[config.mk]
export PLATFORM = sky130hd
export DESIGN_NAME = mem_arbiter
export DESIGN_NICKNAME = d
export VERILOG_FILES = /design/src/rtl/mem_arb_pkg.sv /design/src/rtl/mem_arb_pick.sv /design/src/rtl/mem_arbiter.sv
export SDC_FILE = /design/constraint.sdc
export NUM_CORES = 1
export LEC_CHECK = 0
export CORE_ASPECT_RATIO = 1.5
export CORE_UTILIZATION = 41
export DETAILED_ROUTE_END_ITERATION = 7
export PLACE_DENSITY = 0.82
export SLEW_MARGIN = 20
export SYNTH_ARGS = -nofsm -noshare
export SYNTH_HDL_FRONTEND = slang
export SYNTH_SLANG_ARGS = --single-unit
[constraint.sdc]
create_clock -name clk -period 2.2 [get_ports clk]
set_input_delay 0.22 -clock clk [delete_from_list [all_inputs] [get_ports clk]]
set_output_delay 0.22 -clock clk [all_outputs]
set_load 0.1 [all_outputs]
[src/rtl/mem_arb_pkg.sv]
// Shared types and constants for the fetch/data memory arbiter.
// Holds the FSM state, grant owner and EX/MEM Mem-field encodings.
package mem_arb_pkg;

    typedef enum logic [1:0] {
        IDLE   = 2'd0,
        ACCESS = 2'd1,
        DONE   = 2'd2
    } state_t;

    typedef enum logic {
        OWN_IF  = 1'b0,
        OWN_MEM = 1'b1
    } owner_t;

    // EX/MEM Mem field: bit1 = MemRead, bit0 = MemWrite
    localparam logic [1:0] CTL_NONE = 2'b00;
    localparam logic [1:0] CTL_WR   = 2'b01;
    localparam logic [1:0] CTL_RD   = 2'b10;
    localparam logic [1:0] CTL_RW   = 2'b11;

    // Wide enough for WAIT_CYCLES and STARVE_MAX up to 15
    localparam int CNT_W = 4;

endpackage

[src/rtl/mem_arb_pick.sv]
// Grant decision: data port has priority unless instruction fetch has been
// passed over STARVE_MAX times in a row while it was waiting.
module mem_arb_pick
    import mem_arb_pkg::*;
#(
    parameter int STARVE_MAX = 4
) (
    input  logic             if_req,
    input  logic             mem_req,
    input  logic [CNT_W-1:0] starve_cnt,
    output owner_t           owner
);

    logic if_forced;

    assign if_forced = if_req && (starve_cnt == CNT_W'(STARVE_MAX));

    always_comb begin
        owner = OWN_IF;
        if (mem_req && !if_forced) begin
            owner = OWN_MEM;
        end
    end

endmodule

[src/rtl/mem_arbiter.sv]
// Arbitrates instruction fetch and the MEM stage onto one fixed-latency
// single-port memory. Define MEM_ARB_CHECK_EN to add the sticky err_flag output.
module mem_arbiter
    import mem_arb_pkg::*;
#(
    parameter int ADDR_W      = 32,
    parameter int DATA_W      = 32,
    parameter int WAIT_CYCLES = 1,
    parameter int STARVE_MAX  = 4
) (
    input  logic              clk,
    input  logic              rst_n,
    input  logic              if_req,
    input  logic [ADDR_W-1:0] if_addr,
    output logic [DATA_W-1:0] if_rdata,
    output logic              if_ready,
    input  logic [1:0]        mem_ctl,
    input  logic [ADDR_W-1:0] mem_addr,
    input  logic [DATA_W-1:0] mem_wdata,
    output logic [DATA_W-1:0] mem_rdata,
    output logic              mem_ready,
    output logic              stall_if,
    output logic              stall_mem,
    output logic              ram_en,
    output logic              ram_we,
    output logic [ADDR_W-1:0] ram_addr,
    output logic [DATA_W-1:0] ram_wdata,
    input  logic [DATA_W-1:0] ram_rdata
`ifdef MEM_ARB_CHECK_EN
    ,
    output logic              err_flag
`endif
);

    state_t            state_reg, state_next;
    owner_t            owner_reg, pick_owner;
    logic [ADDR_W-1:0] addr_reg;
    logic [DATA_W-1:0] wdata_reg;
    logic [DATA_W-1:0] rdata_reg;
    logic              we_reg;
    logic [CNT_W-1:0]  wait_reg;
    logic [CNT_W-1:0]  starve_reg;

    logic wr_req;
    logic mem_req;
    logic any_req;
    logic grant;
    logic grant_mem;

    assign wr_req    = (mem_ctl == CTL_WR) || (mem_ctl == CTL_RW);
    assign mem_req   = wr_req || (mem_ctl == CTL_RD);
    assign any_req   = mem_req || if_req;
    assign grant     = (state_reg == IDLE) && any_req;
    assign grant_mem = grant && (pick_owner == OWN_MEM);

    mem_arb_pick #(
        .STARVE_MAX (STARVE_MAX)
    ) u_pick (
        .if_req     (if_req),
        .mem_req    (mem_req),
        .starve_cnt (starve_reg),
        .owner      (pick_owner)
    );

    // State register
    always_ff @(posedge clk or negedge rst_n) begin
        if (!rst_n) begin
            state_reg <= IDLE;
        end else begin
            state_reg <= state_next;
        end
    end

    // Next-state logic
    always_comb begin
        state_next = state_reg;
        unique case (state_reg)
            IDLE:    if (any_req) state_next = ACCESS;
            ACCESS:  if (wait_reg == '0) state_next = DONE;
            DONE:    state_next = IDLE;
            default: state_next = IDLE;
        endcase
    end

    // Grant latch, wait/starvation counters and read capture
    always_ff @(posedge clk or negedge rst_n) begin
        if (!rst_n) begin
            owner_reg  <= OWN_IF;
            addr_reg   <= '0;
            wdata_reg  <= '0;
            rdata_reg  <= '0;
            we_reg     <= 1'b0;
            wait_reg   <= '0;
            starve_reg <= '0;
        end else if (grant) begin
            owner_reg <= pick_owner;
            wait_reg  <= CNT_W'(WAIT_CYCLES - 1);
            if (pick_owner == OWN_MEM) begin
                addr_reg  <= mem_addr;
                wdata_reg <= mem_wdata;
                we_reg    <= wr_req;
                if (if_req && (starve_reg != CNT_W'(STARVE_MAX))) begin
                    starve_reg <= starve_reg + 1'b1;
                end
            end else begin
                addr_reg   <= if_addr;
                wdata_reg  <= '0;
                we_reg     <= 1'b0;
                starve_reg <= '0;
            end
        end else if (state_reg == ACCESS) begin
            if (wait_reg == '0) begin
                rdata_reg <= ram_rdata;
            end else begin
                wait_reg <= wait_reg - 1'b1;
            end
        end
    end

    // Outputs decode from registered state only, so ram_rdata never reaches them combinationally
    always_comb begin
        ram_en    = 1'b0;
        ram_we    = 1'b0;
        ram_addr  = '0;
        ram_wdata = '0;
        if_ready  = 1'b0;
        mem_ready = 1'b0;
        unique case (state_reg)
            ACCESS: begin
                ram_en    = 1'b1;
                ram_we    = we_reg;
                ram_addr  = addr_reg;
                ram_wdata = wdata_reg;
            end
            DONE: begin
                if_ready  = (owner_reg == OWN_IF);
                mem_ready = (owner_reg == OWN_MEM);
            end
            default: ;
        endcase
    end

    assign if_rdata  = rdata_reg;
    assign mem_rdata = rdata_reg;
    assign stall_mem = (mem_ctl != CTL_NONE) && !mem_ready;
    assign stall_if  = if_req && !if_ready;

`ifdef MEM_ARB_CHECK_EN
    // Sticky: flags read-and-write encodings and misaligned data addresses
    always_ff @(posedge clk or negedge rst_n) begin
        if (!rst_n) begin
            err_flag <= 1'b0;
        end else if (grant_mem && ((mem_ctl == CTL_RW) || (mem_addr[1:0] != 2'b00))) begin
            err_flag <= 1'b1;
        end
    end
`endif

endmodule

==> metrics <==
CTS tree yes; WP data arrival 1.86 ns; clock sink count 108; Most used DFF post-synth dfrtp_1; DRT Pass-1 Iters 4; final std cells w/o fill 880; global-route wire length before repair 25400 um; register area share after synthesis 0.505; unrepaired setup endpoints after global routing false; most instantiated library cell after synthesis dfrtp_1; Crit. End Element primary output; total CTS buffers 9; initial antenna violation count 0; num ports 267; DRC 0; ranking of synthesized cells by area dfrtp_1 50%, mux2_4 8.1%, and2_1 7.6%, a22o_1 5.4%, buf_4 4.5%; Required @ worst endpoint 1.98 ns; largest area contributor in the netlist dfrtp_1; PortBufs 266; final setup vio count 0; Total GRT Usage 0.246; Die X 95.3 um; gp weighted congestion 0.830; Max Cap Viol 0; worst min-delay path category in -> async; crit-path max FO 33; EDFF count, synth 0; Synth Instances 497; clock latency on the worst-skew pair 0.33 ns; DR iter-0 viols 152; vias in the first global route 4878; full die area 13500 um2; total core area 12600 um2; CP Launch Type flop; H-Tree Depth 3; status finished, final reports clean; HPWL after detailed placement 12100 um; final WL 16600 um; final worst path period share 0.947; gr ovfl total 0; fin nets 856; share of cells above drive strength 1 0.305; max-slew violations 0; DR WL/cell 18.8 um; post-synth top area share 0.505; CTS Root Cell clkbuf_16; dpl cells 862; Setup Skew 0.00767 ns; Final ANT Viol Nets 0; Commonest cells post-synth 108 x dfrtp_1, 65 x and2_1, 35 x nand3_1; Avg Cell Area, Syn 10.8 um2; diode count 0; Initial Util 0.424; largest net degree at the start of global routing 48; Post-Syn Area 5360 um2; Syn-to-layout area delta 66.4%; Worst-path clk slew 0.07 ns; min Tclk post-route 2.08 ns; Fmax 0.480 GHz; Netlist cell types 39; endpoints failing hold 0; Synth Register Bits 108; Longest Clk Path Bufs 2; Synth Net Count 634; post-CTS repair timing setup buffer count 0; synth warn 0; die extent in y 142 um; slew at the pin with the worst max-slew slack 0.798 ns; vias per inst 5.40; WS Path Type reg -> out; relative slew slack 0.466; DR vias 4754; num rows 50; asr flop ratio synth 1.00
-- what timing repair did --
item	4_1_cts	5_1_grt
pin swaps	1	0
gates cloned	1	0
gates resized for setup	1	3
hold endpoints to repair	45	0
hold buffers	1	0
setup endpoints to repair	33	51
-- cell type report --
cell class | count | area, um2
inverters | 7 | 26.3
clock inverters | 7 | 145
repair buffers | 285 | 3370
fillers | 876 | 3720
flip-flops and latches | 108 | 2700
clock buffers | 9 | 225
well taps | 156 | 195
multi-input cells | 308 | 2250
-- cell families after synthesis --
kind of cell / Yosys count / synth area share
buffers and inverters: 82 / 0.0860
AO/OA/AOI/OAI: 142 / 0.169
adder cells (fa/ha/maj): 4 / 0.00935
multiplexers: 33 / 0.0895
flip-flops: 108 / 0.505
AND/OR/NAND/NOR: 128 / 0.141
-- cells in the final DEF, fill, tap and decap left out, types with 4 or more instances in the layout --
master and count:
clkdlybuf4s50_1 131, dfrtp_1 108, buf_4 80, buf_12 71
and2_1 56, nand3_1 35, o21ai_0 34, a21oi_1 33
a22o_1 33, a31oi_1 32, mux2_4 29, and2_2 9
clkbuf_16 9, inv_1 7, nor2_2 4, ha_1 4
bufinv_16 4
-- final timing paths --
| check | startpoint | to | slack, ns | cells after the start |
|---|---|---|---|---|
| min in group clk | if_addr[4] | addr_reg[4] | 0.46 | 3 |
| hold reg to reg | wdata_reg[22] | wdata_reg[22] | 0.50 | 1 |
| setup reg to reg | starve_reg[0] | wdata_reg[4] | 0.13 | 5 |
| max in group asynchronous | rst_n | wdata_reg[15] | 1.05 | 3 |
| hold / removal | rst_n | if_rdata[27] | 0.43 | 2 |
| setup / recovery | state_reg[1] | ram_addr[0] | 0.12 | 6 |
-- critical path, cell delays in order (launching register included) --
cell and delay (ns):
dfrtp_1 0.38, buf_4 0.15, nand2b_1 0.20, inv_1 0.14, buf_8 0.22, and2_1 0.23
buf_12 0.19
-- through the flow --
stage / hold slack, ns / worst slack (ns) / area [um2] / util / TNS (ns)
after floorplan: -0.0756 / -0.0515 / 5380 / - / -0.0515
after global placement: 0.253 / 0.112 / 8500 / 0.673 / 0
after detailed placement: 0.273 / -0.107 / 8500 / 0.673 / -2.31
after CTS: 0.446 / 0.0416 / 8900 / 0.704 / 0
after global routing: 0.444 / 0.00312 / 8910 / 0.705 / 0
final: 0.434 / 0.117 / 8910 / 0.705 / 0
-- per-layer routing --
layer | share of wire | vias up | GRT usage
met5 | 0 | - | 0
met4 | 0.026 | 0 | 0.0917
met3 | 0.059 | 30 | 0.0465
met2 | 0.54 | 234 | 0.439
met1 | 0.37 | 2310 | 0.286
li1 | - | 2180 | -
Power is left out: the tool's default activity adds up to more than one toggle a clock period on the data nets, which glitch-free logic cannot reach.
